[src/rtl/viterbi_decoder_k3.sv]
// rtl/viterbi_decoder_k3.sv - hard-decision Viterbi decoder, rate 1/2, K=3, register exchange
//
// Decodes the serialized output of a rate-1/2, K=3 convolutional encoder
// (generators 111 and 101, c0 sent first). Two accepted code bits form one
// symbol. Each completed symbol runs add-compare-select over the 4 trellis
// states and updates the register-exchange survivors. The decoded bit is
// taken from the oldest survivor position after TB_DEPTH symbols.
//
// Optional feature macro: VDEC_ERRCNT_EN adds the err_cnt output.
//
// Ports:
//   clock     - system clock, all state updates on posedge
//   reset     - asynchronous active-low reset
//   in        - serial code bit
//   in_valid  - in is accepted on a posedge where in_valid=1
//   out       - decoded information bit, held between strobes
//   out_valid - one-cycle strobe qualifying out
//   err_cnt   - count of ACS steps with no error-free path (VDEC_ERRCNT_EN only)

module viterbi_decoder_k3 #(
  parameter int TB_DEPTH = 15,
  parameter int METRIC_W = 5
) (
  input  logic        clock,
  input  logic        reset,
  input  logic        in,
  input  logic        in_valid,
  output logic        out,
  output logic        out_valid
`ifdef VDEC_ERRCNT_EN
  ,
  output logic [15:0] err_cnt
`endif
);

  // Candidates carry two extra bits so PM + BM never wraps before saturation.
  localparam int CW    = METRIC_W + 2;
  localparam int CNT_W = $clog2(TB_DEPTH + 1);
  localparam logic [METRIC_W-1:0] PM_MAX = '1;

  logic                phase;
  logic                r0;
  logic [CNT_W-1:0]    sym_cnt;
  logic [METRIC_W-1:0] pm     [4];
  logic [TB_DEPTH-1:0] sv     [4];

  logic [METRIC_W-1:0] pm_new [4];
  logic [TB_DEPTH-1:0] sv_new [4];
  logic [CW-1:0]       cand0  [4];
  logic [CW-1:0]       cand1  [4];
  logic [CW-1:0]       cand   [4];
  logic [CW-1:0]       diff   [4];
  logic [1:0]          psel   [4];
  logic [CW-1:0]       min_c;
  logic [1:0]          best;
  logic                sym_done;

  // Hamming distance between the received pair and the code pair emitted
  // when input bit b leaves predecessor state p.
  function automatic logic [1:0] branch_metric(input logic [1:0] p, input logic b,
                                               input logic a0, input logic a1);
    logic c0;
    logic c1;
    c0 = b ^ p[1] ^ p[0];
    c1 = b ^ p[0];
    return {1'b0, a0 ^ c0} + {1'b0, a1 ^ c1};
  endfunction

  // r1 is the live input bit on the completing edge.
  assign sym_done = in_valid & phase;

  always_comb begin
    min_c = '1;
    best  = 2'd0;
    for (int n = 0; n < 4; n++) begin
      logic [1:0] nn;
      logic [1:0] p0;
      logic [1:0] p1;
      nn = 2'(n);
      p0 = {nn[0], 1'b0};
      p1 = {nn[0], 1'b1};
      cand0[n] = CW'(pm[p0]) + CW'(branch_metric(p0, nn[1], r0, in));
      cand1[n] = CW'(pm[p1]) + CW'(branch_metric(p1, nn[1], r0, in));
      // Ties favour the predecessor whose oldest bit is 0.
      if (cand1[n] < cand0[n]) begin
        psel[n] = p1;
        cand[n] = cand1[n];
      end else begin
        psel[n] = p0;
        cand[n] = cand0[n];
      end
      if (cand[n] < min_c) min_c = cand[n];
    end
    for (int n = 0; n < 4; n++) begin
      logic [1:0] nn;
      nn = 2'(n);
      diff[n] = cand[n] - min_c;
      pm_new[n] = (diff[n] > CW'(PM_MAX)) ? PM_MAX : diff[n][METRIC_W-1:0];
      // Shift the chosen predecessor's history and append this decision.
      sv_new[n] = (sv[psel[n]] << 1) | TB_DEPTH'(nn[1]);
    end
    // Scan downwards so the lowest-index zero-metric state wins.
    for (int n = 3; n >= 0; n--) begin
      if (pm_new[n] == '0) best = 2'(n);
    end
  end

  always_ff @(posedge clock or negedge reset) begin
    if (!reset) begin
      phase     <= 1'b0;
      r0        <= 1'b0;
      sym_cnt   <= '0;
      out       <= 1'b0;
      out_valid <= 1'b0;
      pm[0]     <= '0;
      for (int i = 1; i < 4; i++) pm[i] <= METRIC_W'(3);
      for (int i = 0; i < 4; i++) sv[i] <= '0;
    end else begin
      out_valid <= 1'b0;
      if (in_valid) begin
        phase <= ~phase;
        if (!phase) begin
          r0 <= in;
        end else begin
          for (int i = 0; i < 4; i++) begin
            pm[i] <= pm_new[i];
            sv[i] <= sv_new[i];
          end
          if (sym_cnt != CNT_W'(TB_DEPTH)) sym_cnt <= sym_cnt + CNT_W'(1);
          // sym_cnt still holds n-1 here, so n >= TB_DEPTH.
          if (sym_cnt >= CNT_W'(TB_DEPTH - 1)) begin
            out       <= sv_new[best][TB_DEPTH-1];
            out_valid <= 1'b1;
          end
        end
      end
    end
  end

`ifdef VDEC_ERRCNT_EN
  // A nonzero pre-normalization minimum means every path disagrees with the
  // received stream somewhere in this step.
  always_ff @(posedge clock or negedge reset) begin
    if (!reset) begin
      err_cnt <= 16'h0000;
    end else if (sym_done && (min_c != '0) && (err_cnt != 16'hFFFF)) begin
      err_cnt <= err_cnt + 16'h0001;
    end
  end
`endif

endmodule

[config.mk]
export PLATFORM = sky130hd
export DESIGN_NAME = viterbi_decoder_k3
export DESIGN_NICKNAME = d
export VERILOG_FILES = /design/src/rtl/viterbi_decoder_k3.sv
export SDC_FILE = /design/constraint.sdc
export NUM_CORES = 1
export LEC_CHECK = 0
export ABC_AREA = 0
export BUFFER_PORTS_ARGS = -buffer_cell sky130_fd_sc_hd__buf_2
export CORE_ASPECT_RATIO = 0.9
export CORE_MARGIN = 2
export CORE_UTILIZATION = 39
export DETAILED_ROUTE_END_ITERATION = 10
export HOLD_SLACK_MARGIN = 0.03
export PLACE_DENSITY = 0.53
export RECOVER_POWER = 100
export SYNTH_ARGS = -nofsm -noshare
export SYNTH_HDL_FRONTEND = slang
export SYNTH_SLANG_ARGS = --single-unit
[constraint.sdc]
create_clock -name clock -period 16.7 [get_ports clock]
set_input_delay 0.835 -clock clock [delete_from_list [all_inputs] [get_ports clock]]
set_output_delay 0.835 -clock clock [all_outputs]
set_load 0.005 [all_outputs]
; After elaboration in Yosys (flattened, before gate mapping)
; Cells that the tools add are included.
[word_totals]
ram_bits = 0
latchBits = 0
romBits = 0
register_bits = 86
wordCells = 103
output_inout_bits = 2
n_memories = 0
[classes]
add_sub_neg = 17
n_mux = 38
magnitude_cmp = 18
n_reduce_logical = 8
eq_ne = 1
shift = 0
bitwise = 8
n_mul = 0
div_mod_pow = 0
[op_table]
columns = operator, count
row1 = 15-bit binary-select mux with 2-bit select, 5
row2 = 14-bit two-way mux, 8
row3 = 5-bit by 2-bit adder with 6-bit output, 8
row4 = 7-bit two-way mux, 6
row5 = 15-bit two-way mux, 2
row6 = "7-bit by 5-bit greater-than comparator with 1-bit output, second input constant", 4
row7 = 6-bit < comparator, 4
row8 = 7-bit < comparator, 3
row9 = 5-bit zero test, 4
row10 = 5-bit two-way mux, 4
row11 = "3-bit greater-or-equal comparator, second input constant", 5
row12 = 6-bit by 7-bit subtractor with 7-bit output, 2
row13 = 7-bit subtractor, 2
row14 = 6-bit two-way mux, 2
row15 = 2-bit NOT with 3-bit output, 3
row16 = 1-bit by 1-bit adder with 2-bit output, 4
row17 = 2-bit two-way mux, 4
row18 = "7-bit < comparator, second input constant", 1
row19 = 1-bit two-way mux, 7
row20 = 1-bit NOT with 3-bit output, 2
row21 = 3-bit AND reduction, 2
row22 = "4-bit by 1-bit adder with 4-bit output, second input constant", 1
row23 = "4-bit greater-or-equal comparator, second input constant", 1
row24 = "4-bit != test, second input constant", 1
row25 = other kinds (2), 5

; Logic depth before layout (Yosys ltp)
[depth]
word_depth = 25
mapped_depth = 47

; Worst setup path after synthesis
; OpenSTA, ideal clock, no wires.
[synth_timing]
path_type = input to register
startpoint = input port in
endpoint = register out
path_stages = 45
setup_ns = 0.077
required_ns = 16.623
path_slack_ns = 6.306
arrival_time_ns = 10.316
path_cell_list = inv_1 -> ha_1 -> inv_1 -> ha_1 -> ha_1 -> a21oi_4 -> nor2_1 -> xnor2_1 -> inv_1 -> ha_1 -> nand3_1 -> o21ai_1 -> clkbuf_1 -> mux2i_1 -> ha_1 -> and3_2 -> and2_2 -> o311a_2 -> [9 not listed] -> mux2_2 -> inv_1 -> ha_1 -> a21o_1 -> a221oi_1 -> o21ai_0 -> a21oi_2 -> mux2_2 -> ha_1 -> nor2b_1 -> o21ai_0 -> a21boi_0 -> o21ai_0 -> mux2_2 -> a22oi_1 -> or2_2 -> o211ai_1 -> a21oi_1
[synth_between]
elab_chain_len = 25
elab_cells_between_ends = 73
cone_classes = add/sub (16) / order compare (12) / mux (35) / bitwise (6) / reduce/logical (4)
[synth_rtl]
columns = element, line_no
row1 = start: declaration, 26  ; input logic in,
row2 = 1-bit NOT (no source line), --
row3 = 1-bit by 1-bit adder with 2-bit output, 66  ; return {1'b0, a0 ^ c0} + {1'b0, a1 ^ c1};
row4 = 5-bit by 2-bit adder with 6-bit output, 83  ; cand1[n] = CW'(pm[p1]) + CW'(branch_metric(p1, nn[1], r0, in));
row5 = 6-bit < comparator, 85  ; if (cand1[n] < cand0[n]) begin
row6 = 7-bit two-way mux, 85
row7 = 7-bit < comparator, 92  ; if (cand[n] < min_c) min_c = cand[n];
row8 = 7-bit two-way mux, 92
row9 = 7-bit < comparator, 92
row10 = [5 not listed], --
row11 = 6-bit by 7-bit subtractor with 7-bit output, 97  ; diff[n] = cand[n] - min_c;
row12 = 7-bit by 5-bit greater-than comparator with 1-bit output, 98  ; pm_new[n] = (diff[n] > CW'(PM_MAX)) ? PM_MAX : diff[n][METRIC_W-1:0];
row13 = 5-bit two-way mux, 98
row14 = 5-bit zero test, 104  ; if (pm_new[n] == '0) best = 2'(n);
row15 = 2-bit two-way mux (4 in series), 104
row16 = 2-bit NOT with 3-bit output (not written as such), 132  ; out <= sv_new[best][TB_DEPTH-1];
row17 = 15-bit binary-select mux with 2-bit select *, 132
row18 = 15-bit two-way mux (not written as such) * (2 in series), 132
row19 = end signal: assignment, 132
row20 = end: declaration, 28  ; output logic out,
; Mark *: on every way between the ends. The rest lies on a longest branch, timed or not. The select of a mux whose other input is x is not followed.
; A chain may end at the register's enable or synchronous reset.

; Worst setup path after layout
; Ends and elaborated chain as after synthesis.

==> metrics <==
status=finished, violations left; failing checks=max-capacitance violations, max-slew violations; worst hold path class=reg2reg; final core occ=0.423; max_slew headroom=-1.84; Worst R2R Start=r0; Yosys top cell area share=0.271; Setup CP Type=in2reg; CP Capture Type=flip-flop; Mapped Area=0.00673 sq mm; Pre-antenna DRT Iters=5; CP Launch Type=input port; hold path endpoint=sv[0]; CTS tree=built; Max Cap Viol=3; drt drc=0; register area share after synthesis=0.295; Gate Count Post-Synth=757; first-pass GRT wire length=26100 um; post-synthesis mux area share=0.118; endpoints failing setup=0; Die ar.=0.0183 sq mm; setup bufs post-CTS=0; antenna-violating nets left=0; Final GP Congestion=0.904; pin count of the biggest net entering global routing=104; Die Wd=142 um; Syn. warnings=0; main combinational cell family by area after synthesis=compound AO/OA/AOI/OAI gates; clk buf depth=2; Clk Latency, worst-skew pair=0.34 ns; mean area per synthesized cell=8.89 sq um; drt wl/cell=16.6 um; grt ovf=0; Starting Density=0.399; worst hold path depth=1; crit path DAT=12.79 ns; cell mode on critical path=ha_1; Core ar.=0.0169 sq mm; Routed WL=16000 um; Die Span Y=129 um; Adder-Cell Fraction of Synth Area=0.164; RSZ-0062 raised after global routing=no; final worst slack=4.18 ns; Worst Tran Pin Value=4.26 ns; setup TNS=0 ns; fmax=79.9 MHz; number of global-route vias before repair=4966; Hold Crit Start=sv[0]; I/O pins=6; master of the slowest instance on the critical path=o21ai_0; H-tree levels=3; Synth area leader=dfrtp_1; period utilization=0.750; # rows=45; Compound-Gate Fraction of Synth Area=0.175; number of DRC markers in iteration 0=409; Synth cell types=64; placed cell area=0.00691 sq mm; Nets=838; post-synthesis xor/xnor area fraction=0.0571; design area=0.00714 sq mm; DR vias/cell=5.49; top-count cell post-synth=nand2_1; R2R setup slack=4.47 ns; Async SR Flop Fraction=1.00; commonest cells in the netlist=nand2_1, ha_1, o21ai_0; initial antenna violation count=0; Mapped Nets=847; Area Growth Syn to Fin=6.10%; CTS Root Buffer Type=clkbuf_16; required time of the critical path=16.97 ns; DR vias=5296; Resized cells post-CTS=0; HPWL after DPL=12400 um; final hold vios=0; I/O Buffers=5; Clock Skew=0.0125 ns; post-route minimum period=12.52 ns; Post-Place Setup Slack=5.17 ns; Critical Path Fanout Max=16; TritonCTS Buffers=9; Critical Path Max Stage Delay=0.76 ns; EDFF count, synth=0; clock sinks=79; Worst Reg2Reg Path Length in Cells=45; hold-fix buffers at CTS=0; layout cells sized above 1=0.0598; FF+latch count, synth=79; clock transition at the registers of the reported paths=0.06 ns; simple-gate share of the synthesized area=0.138; total global routing track utilization=0.183; ys flop type=dfrtp_1; reg2reg end=out; max-slew violation count=223; Antenna diodes=0; Synth area leaders=dfrtp_1, ha_1, mux2i_1
==> registers in the layout, summed over array words and instances, names as in the netlist <==
register	cells
r0	1
phase	1
sv	51
out	1
pm	20
sym_cnt	4
out_valid	1
==> logic make-up (layout without fill, tap and decap cells) <==
kind of cell / after synthesis / after routing
compound gates: 189 / 189
buf+inv: 79 / 75
simple gates: 203 / 203
mux: 78 / 78
fa+ha+maj: 86 / 86
flops: 79 / 79
xor+xnor: 43 / 43
==> worst max-delay path, delay by kind of cell <==
kind                       cells  cell delay, ns
AOI/OAI and AO/OA             19            5.14
adders and majority gates      8            2.28
muxes                          5            2.08
buffers and inverters          7            1.20
and+or+nand+nor                6            1.01
xor gates and xnor gates       1            0.23
==> per-stage QoR <==
| step | instances | hold WS [ns] |
|---|---|---|
| after detailed placement | 948 | 0.484 |
| final | 964 | 0.494 |
| after global placement | 948 | 0.467 |
| after floorplan | 757 | 0.435 |
| after global routing | 964 | 0.532 |
| after CTS | 964 | 0.499 |
==> cell usage in the layout (no fill, tap or decap), types with 9 or more instances in the layout <==
cell | Yosys | routed
xor2_1 | 18 | 18
a31oi_1 | 14 | 14
dfrtp_1 | 73 | 73
nand2_1 | 102 | 101
ha_1 | 82 | 82
nand3_1 | 11 | 11
nor2b_1 | 11 | 11
inv_1 | 48 | 48
o21ai_0 | 76 | 78
mux2i_1 | 71 | 71
nor2_1 | 37 | 37
nand2b_1 | 11 | 11
xnor2_1 | 24 | 24
a21oi_1 | 36 | 39
clkbuf_16 | 0 | 9
==> layout make-up <==
| cell class | count | area, sq um |
|---|---|---|
| flip-flops and latches | 79 | 1980 |
| clock inverters | 6 | 43.8 |
| fillers | 1658 | 9750 |
| repair buffers | 11 | 52.6 |
| well taps | 211 | 264 |
| multi-input cells | 599 | 4380 |
| clock buffers | 10 | 239 |
| inverters | 48 | 180 |
==> metal layers <==
layer / GRT usage / wire [um]
met5: 0 / 0
met4: 0.0594 / 350
met3: 0.0305 / 536
met2: 0.285 / 7120
met1: 0.260 / 8030
==> how the worst max path moves through the flow <==
| stage | startpoint | end | slack, ns | cells after the start |
|---|---|---|---|---|
| CTS | in | out | 5.50 | 47 |
| global placement | in | out | 5.49 | 47 |
| detailed placement | in | out | 5.17 | 46 |
| finish | in | out | 4.18 | 46 |
| global route | in | out | 3.20 | 47 |
| floorplan | in | out | 6.31 | 45 |
Power is left out: the tool's default activity adds up to more than one toggle a clock period on the data nets, which glitch-free logic cannot reach.
